$ cat src/rtl/dlx_pkg.sv
// Shared types and constants for the DLX MEM stage.
package dlx_pkg;

    typedef enum logic [1:0] {
        IDLE,
        WAIT_RD,
        WAIT_WR
    } mem_state_t;

    localparam logic [4:0] REG_ZERO = 5'd0;
    localparam int unsigned DEFAULT_MAX_WAIT = 255;

endpackage

$ cat src/rtl/mem_stage_if.sv
// Data-memory req/ack bus between the MEM stage (master) and memory (slave).
interface mem_stage_if #(
    parameter int unsigned AW = 32
);
    logic [AW-1:0] d_addr;
    logic [31:0]   d_wdata;
    logic          d_we;
    logic          d_req;
    logic          d_ack;
    logic [31:0]   d_rdata;

    modport master (output d_addr, d_wdata, d_we, d_req, input d_ack, d_rdata);
    modport slave  (input d_addr, d_wdata, d_we, d_req, output d_ack, d_rdata);
endinterface

$ cat src/rtl/mem_bus_fsm.sv
// Bus handshake FSM: wait-state counting, timeout abort, sticky error, stall generation.
// Optional one-entry store buffer enabled by defining MEM_STORE_BUFFER_EN.
module mem_bus_fsm
    import dlx_pkg::*;
#(
    parameter int unsigned MAX_WAIT = DEFAULT_MAX_WAIT,
    parameter int unsigned AW       = 32
) (
    input  logic        clk,
    input  logic        reset_n,
    input  logic        access,
    input  logic        is_load,
    input  logic [31:0] addr,
    input  logic [31:0] wdata,
    mem_stage_if.master bus,
    output logic        stall,
    output logic        timeout,
    output logic        bus_err
);
    localparam int unsigned CW = $clog2(MAX_WAIT + 1);

    mem_state_t    state_q, state_d;
    logic [CW-1:0] cnt_q, cnt_d;
    logic          bus_err_q;
    logic          cur_valid, cur_we;
    logic [31:0]   cur_addr, cur_wdata;
    logic          waiting, req, done;

`ifdef MEM_STORE_BUFFER_EN
    logic        sb_valid_q, sb_valid_d;
    logic [31:0] sb_addr_q, sb_data_q;
    logic        drain_done, sb_capture;

    // A full buffer always owns the bus; loads only start once it has drained.
    assign cur_valid = sb_valid_q | (access & is_load);
    assign cur_we    = sb_valid_q;
    assign cur_addr  = sb_valid_q ? sb_addr_q : addr;
    assign cur_wdata = sb_valid_q ? sb_data_q : wdata;
`else
    assign cur_valid = access;
    assign cur_we    = ~is_load;
    assign cur_addr  = addr;
    assign cur_wdata = wdata;
`endif

    assign waiting = (state_q != IDLE);
    assign timeout = waiting && (cnt_q == CW'(MAX_WAIT));
    assign req     = waiting ? ~timeout : cur_valid;
    assign done    = (req & bus.d_ack) | timeout;

    assign bus.d_req   = req;
    assign bus.d_we    = req & cur_we;
    assign bus.d_addr  = AW'(cur_addr);
    assign bus.d_wdata = cur_wdata;
    assign bus_err     = bus_err_q;

`ifdef MEM_STORE_BUFFER_EN
    assign drain_done = sb_valid_q & done;

    always_comb begin
        stall = 1'b0;
        if (access && is_load) begin
            stall = sb_valid_q | ~done;
        end else if (access) begin
            stall = sb_valid_q & ~drain_done;
        end
    end

    assign sb_capture = access & ~is_load & ~stall;

    always_comb begin
        sb_valid_d = sb_valid_q;
        if (sb_capture) begin
            sb_valid_d = 1'b1;
        end else if (drain_done) begin
            sb_valid_d = 1'b0;
        end
    end

    always_ff @(posedge clk) begin
        if (!reset_n) begin
            sb_valid_q <= 1'b0;
            sb_addr_q  <= '0;
            sb_data_q  <= '0;
        end else begin
            sb_valid_q <= sb_valid_d;
            if (sb_capture) begin
                sb_addr_q <= addr;
                sb_data_q <= wdata;
            end
        end
    end
`else
    assign stall = access & ~done;
`endif

    always_comb begin
        state_d = state_q;
        cnt_d   = cnt_q;
        case (state_q)
            IDLE: begin
                cnt_d = '0;
                if (cur_valid && !bus.d_ack) begin
                    state_d = cur_we ? WAIT_WR : WAIT_RD;
                end
            end
            WAIT_RD, WAIT_WR: begin
                if (done) begin
                    state_d = IDLE;
                    cnt_d   = '0;
                end else begin
                    cnt_d = cnt_q + 1'b1;
                end
            end
            default: begin
                state_d = IDLE;
                cnt_d   = '0;
            end
        endcase
    end

    always_ff @(posedge clk) begin
        if (!reset_n) begin
            state_q   <= IDLE;
            cnt_q     <= '0;
            bus_err_q <= 1'b0;
        end else begin
            state_q <= state_d;
            cnt_q   <= cnt_d;
            if (timeout) begin
                bus_err_q <= 1'b1;
            end
        end
    end

endmodule

$ cat src/rtl/mem_stage.sv
// DLX MEM stage: bus access via mem_bus_fsm, MEM->WB registers and EX forwarding.
// Store buffering is optional via MEM_STORE_BUFFER_EN.
module mem_stage
    import dlx_pkg::*;
#(
    parameter int unsigned MAX_WAIT = DEFAULT_MAX_WAIT,
    parameter int unsigned AW       = 32
) (
    input  logic        clk,
    input  logic        reset_n,
    input  logic        valid_MEM,
    input  logic [31:0] ALU_out_MEM,
    input  logic [31:0] store_data_MEM,
    input  logic        d_write_enable_MEM,
    input  logic        d_load_enable_MEM,
    input  logic [4:0]  Rd_MEM,
    mem_stage_if.master dbus,
    output logic        stall_MEM,
    output logic [31:0] fwd_value,
    output logic [4:0]  fwd_rd,
    output logic [31:0] wb_data_WB,
    output logic [4:0]  rd_WB,
    output logic        wb_en_WB,
    output logic        bus_err
);
    logic        is_mem, access, timeout, fwd_ok;
    logic [31:0] wb_data_d;
    logic [4:0]  rd_d;
    logic        wb_en_d;

    assign is_mem = d_write_enable_MEM | d_load_enable_MEM;
    assign access = valid_MEM & is_mem;

    mem_bus_fsm #(
        .MAX_WAIT (MAX_WAIT),
        .AW       (AW)
    ) u_bus_fsm (
        .clk     (clk),
        .reset_n (reset_n),
        .access  (access),
        .is_load (d_load_enable_MEM),
        .addr    (ALU_out_MEM),
        .wdata   (store_data_MEM),
        .bus     (dbus),
        .stall   (stall_MEM),
        .timeout (timeout),
        .bus_err (bus_err)
    );

    // Loads forward nothing: the address must never reach EX as a result.
    assign fwd_ok    = valid_MEM & ~is_mem & (Rd_MEM != REG_ZERO);
    assign fwd_rd    = fwd_ok ? Rd_MEM : REG_ZERO;
    assign fwd_value = fwd_ok ? ALU_out_MEM : 32'd0;

    // Stalled cycles hand WB a bubble so nothing is written twice.
    always_comb begin
        wb_data_d = 32'd0;
        rd_d      = REG_ZERO;
        wb_en_d   = 1'b0;
        if (valid_MEM && !stall_MEM) begin
            if (d_load_enable_MEM) begin
                if (!timeout) begin
                    wb_data_d = dbus.d_rdata;
                    rd_d      = Rd_MEM;
                    wb_en_d   = (Rd_MEM != REG_ZERO);
                end
            end else if (!d_write_enable_MEM) begin
                wb_data_d = ALU_out_MEM;
                rd_d      = Rd_MEM;
                wb_en_d   = (Rd_MEM != REG_ZERO);
            end
        end
    end

    always_ff @(posedge clk) begin
        if (!reset_n) begin
            wb_data_WB <= 32'd0;
            rd_WB      <= REG_ZERO;
            wb_en_WB   <= 1'b0;
        end else begin
            wb_data_WB <= wb_data_d;
            rd_WB      <= rd_d;
            wb_en_WB   <= wb_en_d;
        end
    end

endmodule

$ cat src/flat_wrapper.sv
// flat-port wrapper written by rule: the top's interface ports become plain ports
module mem_stage_flat import dlx_pkg::*;
#(
    parameter int unsigned MAX_WAIT = DEFAULT_MAX_WAIT,
    parameter int unsigned AW       = 32
)
  (clk, reset_n, valid_MEM, ALU_out_MEM, store_data_MEM, d_write_enable_MEM, d_load_enable_MEM, Rd_MEM, stall_MEM, fwd_value, fwd_rd, wb_data_WB, rd_WB, wb_en_WB, bus_err, dbus_d_addr, dbus_d_wdata, dbus_d_we, dbus_d_req, dbus_d_ack, dbus_d_rdata);
  mem_stage_if #(.AW(AW)) dbus_i ();
  input  logic clk;
  input  logic reset_n;
  input  logic valid_MEM;
  input  logic [31:0] ALU_out_MEM;
  input  logic [31:0] store_data_MEM;
  input  logic d_write_enable_MEM;
  input  logic d_load_enable_MEM;
  input  logic [4:0] Rd_MEM;
  output logic stall_MEM;
  output logic [31:0] fwd_value;
  output logic [4:0] fwd_rd;
  output logic [31:0] wb_data_WB;
  output logic [4:0] rd_WB;
  output logic wb_en_WB;
  output logic bus_err;
  output wire logic [$bits(dbus_i.d_addr)-1:0] dbus_d_addr;
  output wire logic [$bits(dbus_i.d_wdata)-1:0] dbus_d_wdata;
  output wire logic [$bits(dbus_i.d_we)-1:0] dbus_d_we;
  output wire logic [$bits(dbus_i.d_req)-1:0] dbus_d_req;
  input wire logic [$bits(dbus_i.d_ack)-1:0] dbus_d_ack;
  input wire logic [$bits(dbus_i.d_rdata)-1:0] dbus_d_rdata;
  assign dbus_d_addr = dbus_i.d_addr;
  assign dbus_d_wdata = dbus_i.d_wdata;
  assign dbus_d_we = dbus_i.d_we;
  assign dbus_d_req = dbus_i.d_req;
  assign dbus_i.d_ack = dbus_d_ack;
  assign dbus_i.d_rdata = dbus_d_rdata;
  mem_stage #(.MAX_WAIT(MAX_WAIT), .AW(AW)) u_core (.clk(clk), .reset_n(reset_n), .valid_MEM(valid_MEM), .ALU_out_MEM(ALU_out_MEM), .store_data_MEM(store_data_MEM), .d_write_enable_MEM(d_write_enable_MEM), .d_load_enable_MEM(d_load_enable_MEM), .Rd_MEM(Rd_MEM), .dbus(dbus_i), .stall_MEM(stall_MEM), .fwd_value(fwd_value), .fwd_rd(fwd_rd), .wb_data_WB(wb_data_WB), .rd_WB(rd_WB), .wb_en_WB(wb_en_WB), .bus_err(bus_err));
endmodule
$ cat config.mk
export PLATFORM = sky130hd
export DESIGN_NAME = mem_stage_flat
export DESIGN_NICKNAME = d
export VERILOG_FILES = /design/src/rtl/dlx_pkg.sv /design/src/rtl/mem_stage_if.sv /design/src/rtl/mem_bus_fsm.sv /design/src/rtl/mem_stage.sv /design/src/flat_wrapper.sv
export SDC_FILE = /design/constraint.sdc
export NUM_CORES = 1
export LEC_CHECK = 0
export CAP_MARGIN = 20
export CORE_AREA = 2 2 98 100
export DETAILED_ROUTE_END_ITERATION = 12
export DIE_AREA = 0 0 100 102
export HOLD_SLACK_MARGIN = 0.03
export PLACE_DENSITY = 0.83
export SLEW_MARGIN = 0
export SYNTH_ARGS = -nofsm -noshare
export SYNTH_HDL_FRONTEND = slang
export SYNTH_SLANG_ARGS = --single-unit
$ cat constraint.sdc
create_clock -name clk -period 5 [get_ports clk]
set_input_delay 0.5 -clock clk [delete_from_list [all_inputs] [get_ports clk]]
set_output_delay 0.5 -clock clk [all_outputs]
set_load 0.02 [all_outputs]
==> metrics.cfg <==
[place]
port_buffers=185
dp.cells=509
gp_congestion=0.796
dp_hpwl_um=6200

[job]
max_cap_violations=0

[outcome]
outcome=finished, final reports clean

[synth]
ys_seq_area_share_pct=38.7
synth_edf_count=0
synth_largest_area_cell=dfxtp_1
synth_area_leaders=dfxtp_1, buf_4, a22oi_1
synth_common_cells=buf_4, dfxtp_1, nor2_1
synthDistinctLibCells=31
async_flop_share_pct=0
yosys_warnings=0
syn_area_um2=2530
synth_top_cell_area_share_pct=38.7
synth-main-ff-cell=dfxtp_1
syn_area_per_cell_um2=8.74
synth.most_common_cell=buf_4
netlist_instances=290
syn-num-nets=399
ys_seq_elements=49

[worst_setup_path]
cp-startpoint=d_load_enable_MEM
required_ns=4.50
arrival_ns=2.64
cp_max_fo=39
cpMostUsedCell=clkdlybuf4s50_1
critical-path-slowest-cell=clkdlybuf4s50_1
worst-setup-path-type=in2out
cp-start-kind=input pin
reg2reg_from=u_core.u_bus_fsm.state_q[0]$_SDFFE_PN0P_
crit_chain=clkdlybuf4s50_1, nor2_4, buf_4, or3b_2, nor2_1, clkdlybuf4s50_1
endpoint_kind=primary output
r2r_cells=7
critical_path.max_stage_delay_ns=0.61

[min_path]
whs_path_depth=2
min_from=u_core.u_bus_fsm.state_q[1]$_SDFFE_PN0P_
hp-class=reg2reg

[global_routing]
first_global_vias=2304
grt-ovfl-total=0
grt_pass1_wl_um=11600
grtUsageTotal_pct=14.2
grt_max_degree=40
antenna_found_initial=0

[timing]
finalCriticalPeriod_ns=3.14
rsz0062_at_grt=no
hold_viol_final=0
final-max-slew-violation-count=0
fin_crit_sh_pct=62.9
finalSetupViolCount=0
worst_pin_slew_ns=0.956
maxSlewHeadroom_pct=36.1
fin_tns_setup_ns=0
fmaxAchievable_mhz=318
skew_ns=0.00396

[finish]
multi_input_area_um2=986
nFillCells=883
layout-drive-gt1-share_pct=3.45
fin_cells=517
area_delta_synth_final_pct=61.4
nets=515
seq_area_um2=981
diodes=0

[drt]
ant_nets=0
via_count=2369
wl_per_cell_um=15.2
drtIter0Drc=49
drt-vias-per-instance=4.58
first_pass_iters=4
route.detailed.drc=0
drt-total-wl_um=7870

[clock_tree]
numCtsBuffers=5
h-tree-depth=2
cts_hold_buffers=0
clk_latency_ns=0.29
root_buffer=clkbuf_8
post_cts_resized=0
post_cts_buffers=0
clockBufferDepth=2
clock-sinks=49
cts_tree=built
clk_pin_slew_ns=0.08

[pwr]
leakagePower_nw=1.53
vdd_ir_drop_max_mv=0.105
p_per_area_nw_per_um2=221

[floorplanning]
rows=35
die_area_um2=10200
die_w_um=100
core_um2=9110
die_y_um=102
start_util_pct=27.8
ios=250

-- cell usage in the layout (no fill, tap or decap), types with 2 or more instances in the layout --
cell / synthesis / final
clkdlybuf4s50_1: 0 / 185
dfxtp_1: 49 / 49
nor2_1: 45 / 43
and2_1: 36 / 36
a22oi_1: 32 / 32
nand2_1: 8 / 8
clkbuf_8: 0 / 6
and3_1: 5 / 5
xor2_1: 5 / 5
nor3b_1: 5 / 5
inv_1: 4 / 4
nand3_1: 3 / 3
mux2i_1: 2 / 2
ha_1: 2 / 2
buf_4: 64 / 2
-- worst paths after layout --
| check | slack (ns) | endpoint |
|---|---|---|
| worst max-delay path | 1.86 | stall_MEM |
| worst min-delay path | 0.46 | u_core.u_bus_fsm.state_q[1]$_SDFFE_PN0P_ |
| worst max register to register | 2.53 | u_core.wb_en_WB$_SDFF_PN0_ |
| worst min register to register | 0.46 | u_core.u_bus_fsm.state_q[1]$_SDFFE_PN0P_ |
-- cell type report --
cell class | instances | share of cell area [%]
clock buffer | 7 | 2.11
multi-input combinational | 158 | 24.1
timing repair buffer | 188 | 46.0
tap | 111 | 3.40
sequential | 49 | 24.0
inverter | 4 | 0.367
-- worst max-delay path, delay by kind of cell --
| family | cells | cell delay (ns) |
|---|---|---|
| buf+inv | 3 | 1.46 |
| simple gates | 3 | 0.68 |
-- state kept, by name, indices dropped and copies added, names as in the netlist --
signal and count:
u_core.rd_WB 5, u_core.wb_data_WB 32, u_core.u_bus_fsm.cnt_q 8, u_core.wb_en_WB 1, u_core.u_bus_fsm.state_q 2, u_core.u_bus_fsm.bus_err 1
-- through the flow --
step,power [W],hold slack [ns],cell area (µm²),setup slack [ns],util [%]
final,0.000905,0.464,4090,1.86,44.9
after global routing,0.000952,0.484,4090,1.76,44.9
after CTS,0.000920,0.465,4070,1.53,44.7
after detailed placement,0.000682,0.449,3990,1.53,43.8
after global placement,0.000676,0.437,3990,1.62,43.8
after floorplan,0.000587,0.426,2530,2.78,-
-- metal layers --
layer,part of all wire (%),up-vias,track usage [%]
met5,0,-,0
met4,2.1,0,5.06
met3,7.9,18,3.56
met2,52,120,27.0
met1,38,1105,15.4
li1,-,1126,-
-- logic make-up (layout without fill, tap and decap cells) --
| group | after synthesis | count (layout) | synth area share [%] |
|---|---|---|---|
| mux | 2 | 2 | 0.790 |
| xor+xnor | 6 | 6 | 2.07 |
| flops | 49 | 49 | 38.7 |
| buf+inv | 83 | 199 | 23.2 |
| compound gates | 39 | 39 | 12.1 |
| fa+ha+maj | 2 | 2 | 0.987 |
| simple gates | 109 | 109 | 22.1 |
-- where the power goes --
part	switching, W	total, W	internal [W]
Clock	0.000123	0.000233	0.000110
Sequential	0.00000543	0.000409	0.000404
Combinational	0.000123	0.000263	0.000140
Note: power is estimated with default switching activity, not from simulation.
